--- config.mk ---
export PLATFORM = sky130hd
export DESIGN_NAME = instr_prefetch
export DESIGN_NICKNAME = d
export VERILOG_FILES = /design/src/rtl/instr_prefetch_pkg.sv /design/src/rtl/sync_fifo.sv /design/src/rtl/instr_prefetch.sv
export SDC_FILE = /design/constraint.sdc
export NUM_CORES = 1
export LEC_CHECK = 0
export CAP_MARGIN = 20
export CORE_AREA = 5 5 180 182
export DETAILED_ROUTE_END_ITERATION = 16
export DIE_AREA = 0 0 185 187
export PLACE_DENSITY_LB_ADDON = 0.12
export SYNTH_ARGS = -nofsm -noshare
export SYNTH_HDL_FRONTEND = slang
export SYNTH_HIERARCHICAL = 1
export SYNTH_SLANG_ARGS = --single-unit
--- constraint.sdc ---
create_clock -name clk -period 9.11 [get_ports clk]
set_input_delay 2.733 -clock clk [delete_from_list [all_inputs] [get_ports clk]]
set_output_delay 2.733 -clock clk [all_outputs]
set_load 0.005 [all_outputs]
--- src/rtl/instr_prefetch_pkg.sv ---
// Shared bus types, FSM encoding and PC helper for the instruction prefetcher.
// Types only, no logic: zero latency, no backpressure.
`ifndef PC_RANGE
`define PC_RANGE 31:0
`endif
`ifndef DATA_RANGE
`define DATA_RANGE 31:0
`endif

package instr_prefetch_pkg;

    typedef struct packed {
        logic              read;
        logic [`PC_RANGE]  address;
        logic [3:0]        byte_enable;
        logic              write;
        logic [`DATA_RANGE] writedata;
    } avalon_req_t;

    typedef struct packed {
        logic              waitrequest;
        logic              readdatavalid;
        logic [`DATA_RANGE] readdata;
    } avalon_resp_t;

    typedef enum logic {RUN, REDIR} pf_state_t;

    localparam logic [3:0] BYTE_EN_ALL = 4'b1111;

    function automatic logic [31:0] pc_next(input logic [31:0] pc);
        return pc + 32'd4;
    endfunction

endpackage

--- src/rtl/sync_fifo.sv ---
// Synchronous FIFO with clear; head visible combinationally, one-cycle push-to-pop.
// No internal backpressure: the caller must never push when full or pop when empty.
module sync_fifo #(
    parameter int WIDTH = 32,
    parameter int DEPTH = 2
) (
    input  logic                     clk,
    input  logic                     rst,
    input  logic                     clear,
    input  logic                     push,
    input  logic [WIDTH-1:0]         push_dat,
    input  logic                     pop,
    output logic [WIDTH-1:0]         pop_dat,
    output logic [$clog2(DEPTH):0]   count
);
    localparam int AW = $clog2(DEPTH);

    logic [WIDTH-1:0] mem [DEPTH];
    logic [AW-1:0]    wr_ptr;
    logic [AW-1:0]    rd_ptr;

    always_ff @(posedge clk) begin
        if (rst || clear) begin
            wr_ptr <= '0;
            rd_ptr <= '0;
            count  <= '0;
        end else begin
            if (push) wr_ptr <= wr_ptr + 1'b1;
            if (pop)  rd_ptr <= rd_ptr + 1'b1;
            if (push && !pop)
                count <= count + 1'b1;
            else if (pop && !push)
                count <= count - 1'b1;
        end
    end

    // Storage carries no reset; validity is tracked by count alone.
    always_ff @(posedge clk) begin
        if (push && !clear)
            mem[wr_ptr] <= push_dat;
    end

    assign pop_dat = mem[rd_ptr];

endmodule

--- src/rtl/instr_prefetch.sv ---
// Avalon instruction prefetcher: credit-limited reads into a small queue, flush on branch.
// Accept->fetch_valid = bus latency + 1; issue stalls when in-flight + queued reaches FIFO_DEPTH.
module instr_prefetch
    import instr_prefetch_pkg::*;
#(
    parameter logic [31:0] RESET_PC   = 32'h0000_0000,
    parameter int          FIFO_DEPTH = 2
) (
    input  logic               clk,
    input  logic               rst,
    output avalon_req_t        ibus_avalon_req,
    input  avalon_resp_t       ibus_avalon_resp,
    input  logic               branch_take,
    input  logic [`PC_RANGE]   branch_pc,
    output logic               fetch_valid,
    input  logic               fetch_ready,
    output logic [`PC_RANGE]   fetch_pc,
    output logic [`DATA_RANGE] fetch_instruction
);
    localparam int CW = $clog2(FIFO_DEPTH) + 1;

    pf_state_t     state, state_nxt;
    logic [31:0]   fetch_pc_reg, pc_nxt;
    logic [31:0]   redir_pc, redir_nxt;
    logic [CW-1:0] outstanding, out_nxt;
    logic [CW-1:0] discard_cnt, discard_nxt;
    logic [CW-1:0] fifo_count, tag_count;
    logic [CW:0]   inflight;
    logic          held_q, read, accept, held, resp_vld, dropping;
    logic          keep_resp, tag_push, tag_pop, fifo_pop;
    logic [31:0]   tag_head;
    logic [63:0]   head_dat;

    assign inflight = {1'b0, outstanding} + {1'b0, fifo_count};
    // A request stalled by waitrequest stays on the bus regardless of credit.
    assign read     = !rst && (held_q || int'(inflight) < FIFO_DEPTH);
    assign accept   = read && !ibus_avalon_resp.waitrequest;
    assign held     = read && ibus_avalon_resp.waitrequest;
    assign resp_vld = ibus_avalon_resp.readdatavalid;
    assign dropping = discard_cnt != '0;

    assign keep_resp = resp_vld && !dropping && !branch_take;
    assign tag_push  = accept && state == RUN && !branch_take;
    assign tag_pop   = keep_resp && tag_count != '0;
    assign fifo_pop  = fetch_valid && fetch_ready && !branch_take;
    assign out_nxt   = outstanding + CW'(accept) - CW'(resp_vld);

    always_comb begin
        ibus_avalon_req             = '0;
        ibus_avalon_req.read        = read;
        ibus_avalon_req.address     = fetch_pc_reg;
        ibus_avalon_req.byte_enable = BYTE_EN_ALL;
    end

    // Every response still owed by the bus at a redirect belongs to the old path.
    always_comb begin
        state_nxt   = state;
        pc_nxt      = fetch_pc_reg;
        redir_nxt   = redir_pc;
        discard_nxt = discard_cnt - CW'(resp_vld && dropping);
        if (branch_take) begin
            discard_nxt = out_nxt;
            if (held) begin
                state_nxt = REDIR;
                redir_nxt = branch_pc;
            end else begin
                state_nxt = RUN;
                pc_nxt    = branch_pc;
            end
        end else if (accept) begin
            if (state == REDIR) begin
                state_nxt   = RUN;
                pc_nxt      = redir_pc;
                discard_nxt = discard_nxt + 1'b1;
            end else begin
                pc_nxt = pc_next(fetch_pc_reg);
            end
        end
    end

    always_ff @(posedge clk) begin
        if (rst) begin
            state        <= RUN;
            fetch_pc_reg <= RESET_PC;
            redir_pc     <= RESET_PC;
            outstanding  <= '0;
            discard_cnt  <= '0;
            held_q       <= 1'b0;
        end else begin
            state        <= state_nxt;
            fetch_pc_reg <= pc_nxt;
            redir_pc     <= redir_nxt;
            outstanding  <= out_nxt;
            discard_cnt  <= discard_nxt;
            held_q       <= held;
        end
    end

    sync_fifo #(.WIDTH(32), .DEPTH(FIFO_DEPTH)) u_tag_fifo (
        .clk      (clk),
        .rst      (rst),
        .clear    (branch_take),
        .push     (tag_push),
        .push_dat (fetch_pc_reg),
        .pop      (tag_pop),
        .pop_dat  (tag_head),
        .count    (tag_count)
    );

    sync_fifo #(.WIDTH(64), .DEPTH(FIFO_DEPTH)) u_instr_fifo (
        .clk      (clk),
        .rst      (rst),
        .clear    (branch_take),
        .push     (tag_pop),
        .push_dat ({tag_head, ibus_avalon_resp.readdata}),
        .pop      (fifo_pop),
        .pop_dat  (head_dat),
        .count    (fifo_count)
    );

    assign fetch_valid       = fifo_count != '0;
    assign fetch_pc          = head_dat[63:32];
    assign fetch_instruction = head_dat[31:0];

endmodule
* Word-level counts from Yosys, hierarchy flattened
Memory sizes are Yosys's and may differ from the RTL's. A register that Yosys moved wholly into a read port is not among the register bits. Index checks and enable logic that the tools add are counted.
Storage, ports and cells: flip-flop bits (word level) 78, RAM bits 192, bits of input ports 70, memories 2
Operators by class: add/subtract/negate cells 14, magnitude comparators 1, eq/ne operators 1, multiplexer cells 22, bitwise operators 1, reductions and logical operators 34
Memory list:
- u_instr_fifo.mem | words 2, bits a word 64, read ports 1, clocked after Yosys merged registers in 1, write ports 1, RTL line sync_fifo.sv:18 | logic [WIDTH-1:0] mem [DEPTH];
- u_tag_fifo.mem | words 2, bits a word 32, read ports 1, clocked after Yosys merged registers in 1, write ports 1, RTL line sync_fifo.sv:18
Operators with widths (number):
- $mux W32 | 4
- $add A32 B3 Y32 const B | 1
- $logic_and A1 B1 Y1 | 17
- $mux W2 | 7
- $reduce_bool A2 Y1 | 6
- $mux W1 | 11
- $logic_not A1 Y1 | 7
- $add A2 B1 Y2 const B | 3
- $add A1 B1 Y1 const B | 4
- $reduce_and A2 Y1 | 2
- $sub A2 B1 Y2 | 2
- $sub A2 B1 Y2 const B | 2
- $add A2 B2 Y3 | 1
- $lt A3 B2 Y1 const B | 1
- $add A2 B1 Y2 | 1
- $logic_or A1 B1 Y1 | 2
- $ne A2 B2 Y1 const B | 1
- $not A1 Y1 | 1

* Depth between registers and ports, before layout
word-level depth 11, mapped depth 10, depth with buffers taken out 10

* Cells and area by module
The synthesis kept the hierarchy.
Modules (own cells, without submodules):
- sync_fifo (u_instr_fifo) | instances 1, cells each 219, area an instance 4805.9 um^2, sequential area each 3943.8 um^2
- instr_prefetch | instances 1, cells each 549, area an instance 4111.4 um^2, sequential area each 1401.3 um^2
- sync_fifo (u_tag_fifo) | instances 1, cells each 120, area an instance 2507.4 um^2, sequential area each 2021.9 um^2

* Least setup slack after synthesis
Ideal clock, no wire load.
path kind input port to flip-flop, from in branch_take, to mem u_instr_fifo.mem[0][0], enable pin, arrival 8.502 ns, slack 0.030 ns, stages on the path 6, path buffers 3, path through buf_2 > inv_1 > buf_2 > buf_1 > o2111a_1 > nor3b_1
Between the ends: cells in the longest elaborated chain, start to end 6
Ends and longest elaborated chain:
- start, declared | RTL line instr_prefetch.sv:13 | input logic branch_take,
- $logic_not A1 Y1 | RTL line instr_prefetch.sv:42 | assign keep_resp = resp_vld && !dropping && !branch_take;
- $logic_and A1 B1 Y1 | RTL line instr_prefetch.sv:42
- $logic_and A1 B1 Y1 | RTL line instr_prefetch.sv:44 | assign tag_pop = keep_resp && tag_count != '0;
- net tag_pop | RTL line instr_prefetch.sv:30 | logic keep_resp, tag_push, tag_pop, fifo_pop;
- $logic_and A1 B1 Y1 | RTL line sync_fifo.sv:39 | if (push && !clear)
- $mux W1 | RTL line sync_fifo.sv:39
- $mux W1 (not written as such) | RTL line sync_fifo.sv:40 | mem[wr_ptr] <= push_dat;
- end, declared | RTL line sync_fifo.sv:18
The timed path passes the listed nets, and every way through them passes these cells.

==> flow_summary.yaml <==
critical_path:
  start_kind: "input port"
  reg2reg_to: "u_tag_fifo/mem[0][27]"
  required_ns: 6.38
  path_max_fanout: 7
  worst_ep_arrival_time_ns: 3.80
  rr_startpoint: "u_instr_fifo/count[0]"
  cpPeakStageDelay_ns: 0.59
  cp_top_family: "buffers and inverters"
  path_buf_inv: 2
  worst-setup-path-type: "in2out"
  end_kind: "primary output"
  reg2reg_slack_ns: 6.32
  cp_slowest_cell: "clkdlybuf4s50_1"
  ff2ff_path_depth: 7
  critical_path.cell_chain: "buf_2 -> nor2_1 -> clkdlybuf4s50_1"
global_routing:
  grt_util_all_layers_pct: 14.7
  grt_pass1_vias: 7048
  antenna_found_initial: 0
  grt_max_degree: 68
  grt_pass1_wl_um: 40800
  globalRouteOverflowTotal: 0
synth:
  synth_edf_count: 192
  synth_area_um2: 11400
  syn-instance-count: 888
  synth.top_cell.area_share_pct: 50.5
  syn_area_per_cell_um2: 12.9
  yosys_warnings: 6
  async_reset_ff_share_pct: 0
  synth_ff_type: "edfxtp_1"
  yosysUniqueCellTypes: 66
  yosysTopAreaCell: "edfxtp_1"
  synth_common_cells: "192 x edfxtp_1, 114 x nand2_1, 94 x mux2_2"
  yosys.cell_count.top_type: "edfxtp_1"
  synth_area_leaders: "edfxtp_1 50%, dfxtp_1 14%, mux2_2 9.3%, nand2_1 3.7%, buf_4 2.5%"
  ys_ff_latch: 272
  ys_seq_area_share_pct: 64.5
job:
  drv_cap: 0
clock_tree:
  clockRootBuffer: "clkbuf_16"
  numCtsBuffers: 30
  cts.sinks: 272
  clk-insertion-delay-late_ns: 0.54
  cts_max_level: 1
  cts_buffer_depth: 3
  post_cts_resized: 0
  tritoncts: "yes"
  clkTransAtPathRegs_ns: 0.06
  cts_setup_buffers: 0
  cts_hold_buffers: 0
drt:
  antenna_left: 0
  drc_errors: 0
  via_per_inst: 4.90
  via_count: 7243
  first_pass_iters: 5
  drt_iter0_markers: 432
  routed_wl_um: 26400
  wire_per_inst_um: 17.8
place:
  postPlaceCellArea_um2: 13400
  dp_hpwl_um: 17000
  io_buffers: 167
  routabilityCongestion: 0.725
power:
  irDropWorstVdd_mv: 0.155
  switching_power_uw: 660
  power_density_nw_per_um2: 205
  total_power_mw: 2.95
  p_clk_share_pct: 42.8
  internal_power_mw: 2.29
  seqPwrFrac_pct: 48.3
  swShare_pct: 22.4
  cellLeakagePower_nw: 4.89
  pwr-share-comb_pct: 8.9
sta:
  rsz0062_at_grt: "no"
  worst_clock_skew_ns: 0.0113
  max-slew-margin-rel_pct: 38.2
  fmax_mhz: 153
  period_minus_slack_ns: 6.54
  tightestPinTransition_ns: 0.927
  setup_tns_ns: 0
  setup_viol: 0
  finalHoldViolations: 0
  min_period_over_period_pct: 71.8
  drv_slew: 0
die:
  die_w_um: 185
  core_area_um2: 30400
  rows: 64
  die_h_um: 187
  io_pins: 205
  start_util_pct: 37.5
  dieArea_um2: 34600
min_path:
  worstHoldPathCells: 2
  min_to: "redir_pc[0]"
  hold_class: "reg2reg"
  hold_path.startpoint: "redir_pc[0]"
final_layout:
  fin_area_um2: 14400
  area_growth_pct: 26.2
  largest_reg_flops: 128
  nets: 1133
  drive_gt1_share_pct: 15.7
  reg_top3: "u_instr_fifo/mem x128, u_tag_fifo/mem x64"
  largest-register: "u_instr_fifo/mem"
status:
  status: "finished clean"
layout make-up:
class | count | area [µm²]
Antenna cell | 1 | 2.50
Clock buffer | 38 | 812
Clock inverter | 18 | 238
Fill cell | 2750 | 16000
Inverter | 15 | 56.3
Multi-Input combinational cell | 555 | 3670
Sequential cell | 272 | 7370
Tap cell | 396 | 495
Timing Repair Buffer | 182 | 1770
tightest hold or removal path, stage by stage, from the launching register on:
cell and delay [ns]:
dfxtp_1 0.30, nand2_1 0.05, a21oi_1 0.05
cell usage in the layout, fill, tap and decap left out, types with 11 or more instances in the layout:
| cell type | n |
|---|---|
| mux2_2 | 94 |
| edfxtp_1 | 192 |
| nor3_1 | 13 |
| conb_1 | 37 |
| clkbuf_16 | 31 |
| nand3_1 | 18 |
| o21ai_0 | 37 |
| xor2_1 | 12 |
| xnor2_1 | 11 |
| buf_4 | 15 |
| nor2_1 | 38 |
| dfxtp_1 | 79 |
| clkdlybuf4s50_1 | 165 |
| a21oi_1 | 44 |
| inv_1 | 14 |
| and3_1 | 14 |
| nand2_1 | 114 |
cell families (layout without fill, tap and decap cells):
group | after synthesis | count (layout) | share of synthesized area [%]
adder cells (fa/ha/maj) | 7 | 7 | 0.832
buffers and inverters | 96 | 253 | 4.69
AO/OA/AOI/OAI | 147 | 147 | 8.19
XOR/XNOR | 23 | 23 | 1.76
AND/OR/NAND/NOR | 238 | 238 | 9.90
other | 2 | 38 | 0.0657
flip-flops | 272 | 272 | 64.5
multiplexers | 103 | 103 | 10.1
layer usage:
layer / part of all wire [%] / global-route usage (%) / vias to the layer above
met5: 0 / 0 / -
met4: 1.4 / 3.30 / 0
met3: 6.7 / 2.98 / 28
met2: 47 / 23.5 / 190
met1: 45 / 20.8 / 3472
li1: - / - / 3553
worst max path at each step:
| stage | from | endpoint | slack (ns) | depth (start not counted) |
|---|---|---|---|---|
| finish | rst | ibus_avalon_req[69] | 2.57 | 3 |
| detailed placement | rst | ibus_avalon_req[69] | 2.57 | 3 |
| floorplan | branch_take | u_instr_fifo/mem[0][0] | 0.03 | 6 |
| CTS | rst | ibus_avalon_req[69] | 2.57 | 3 |
| global placement | rst | ibus_avalon_req[69] | 2.60 | 3 |
| global route | rst | ibus_avalon_req[69] | 2.50 | 3 |
power by group through the flow:
stage	clock network (mW)	registers (mW)	logic [mW]
after floorplan	0	1.43	0.150
after global placement	0	1.45	0.261
after detailed placement	0	1.45	0.263
after CTS	1.30	1.43	0.265
after global routing	1.35	1.43	0.291
final	1.26	1.43	0.261
through the flow:
step           worst slack [ns]  util [%]  hold WS [ns]  instances
2_1_floorplan            0.0300         -         0.432        923
3_3_place_gp               2.60      43.9         0.439       1420
3_5_place_dp               2.57      43.9         0.444       1420
4_1_cts                    2.57      47.4         0.453       1476
5_1_grt                    2.50      47.4         0.465       1476
6_report                   2.57      47.4         0.453       1477
No activity file was read; power rests on OpenSTA's default activity.
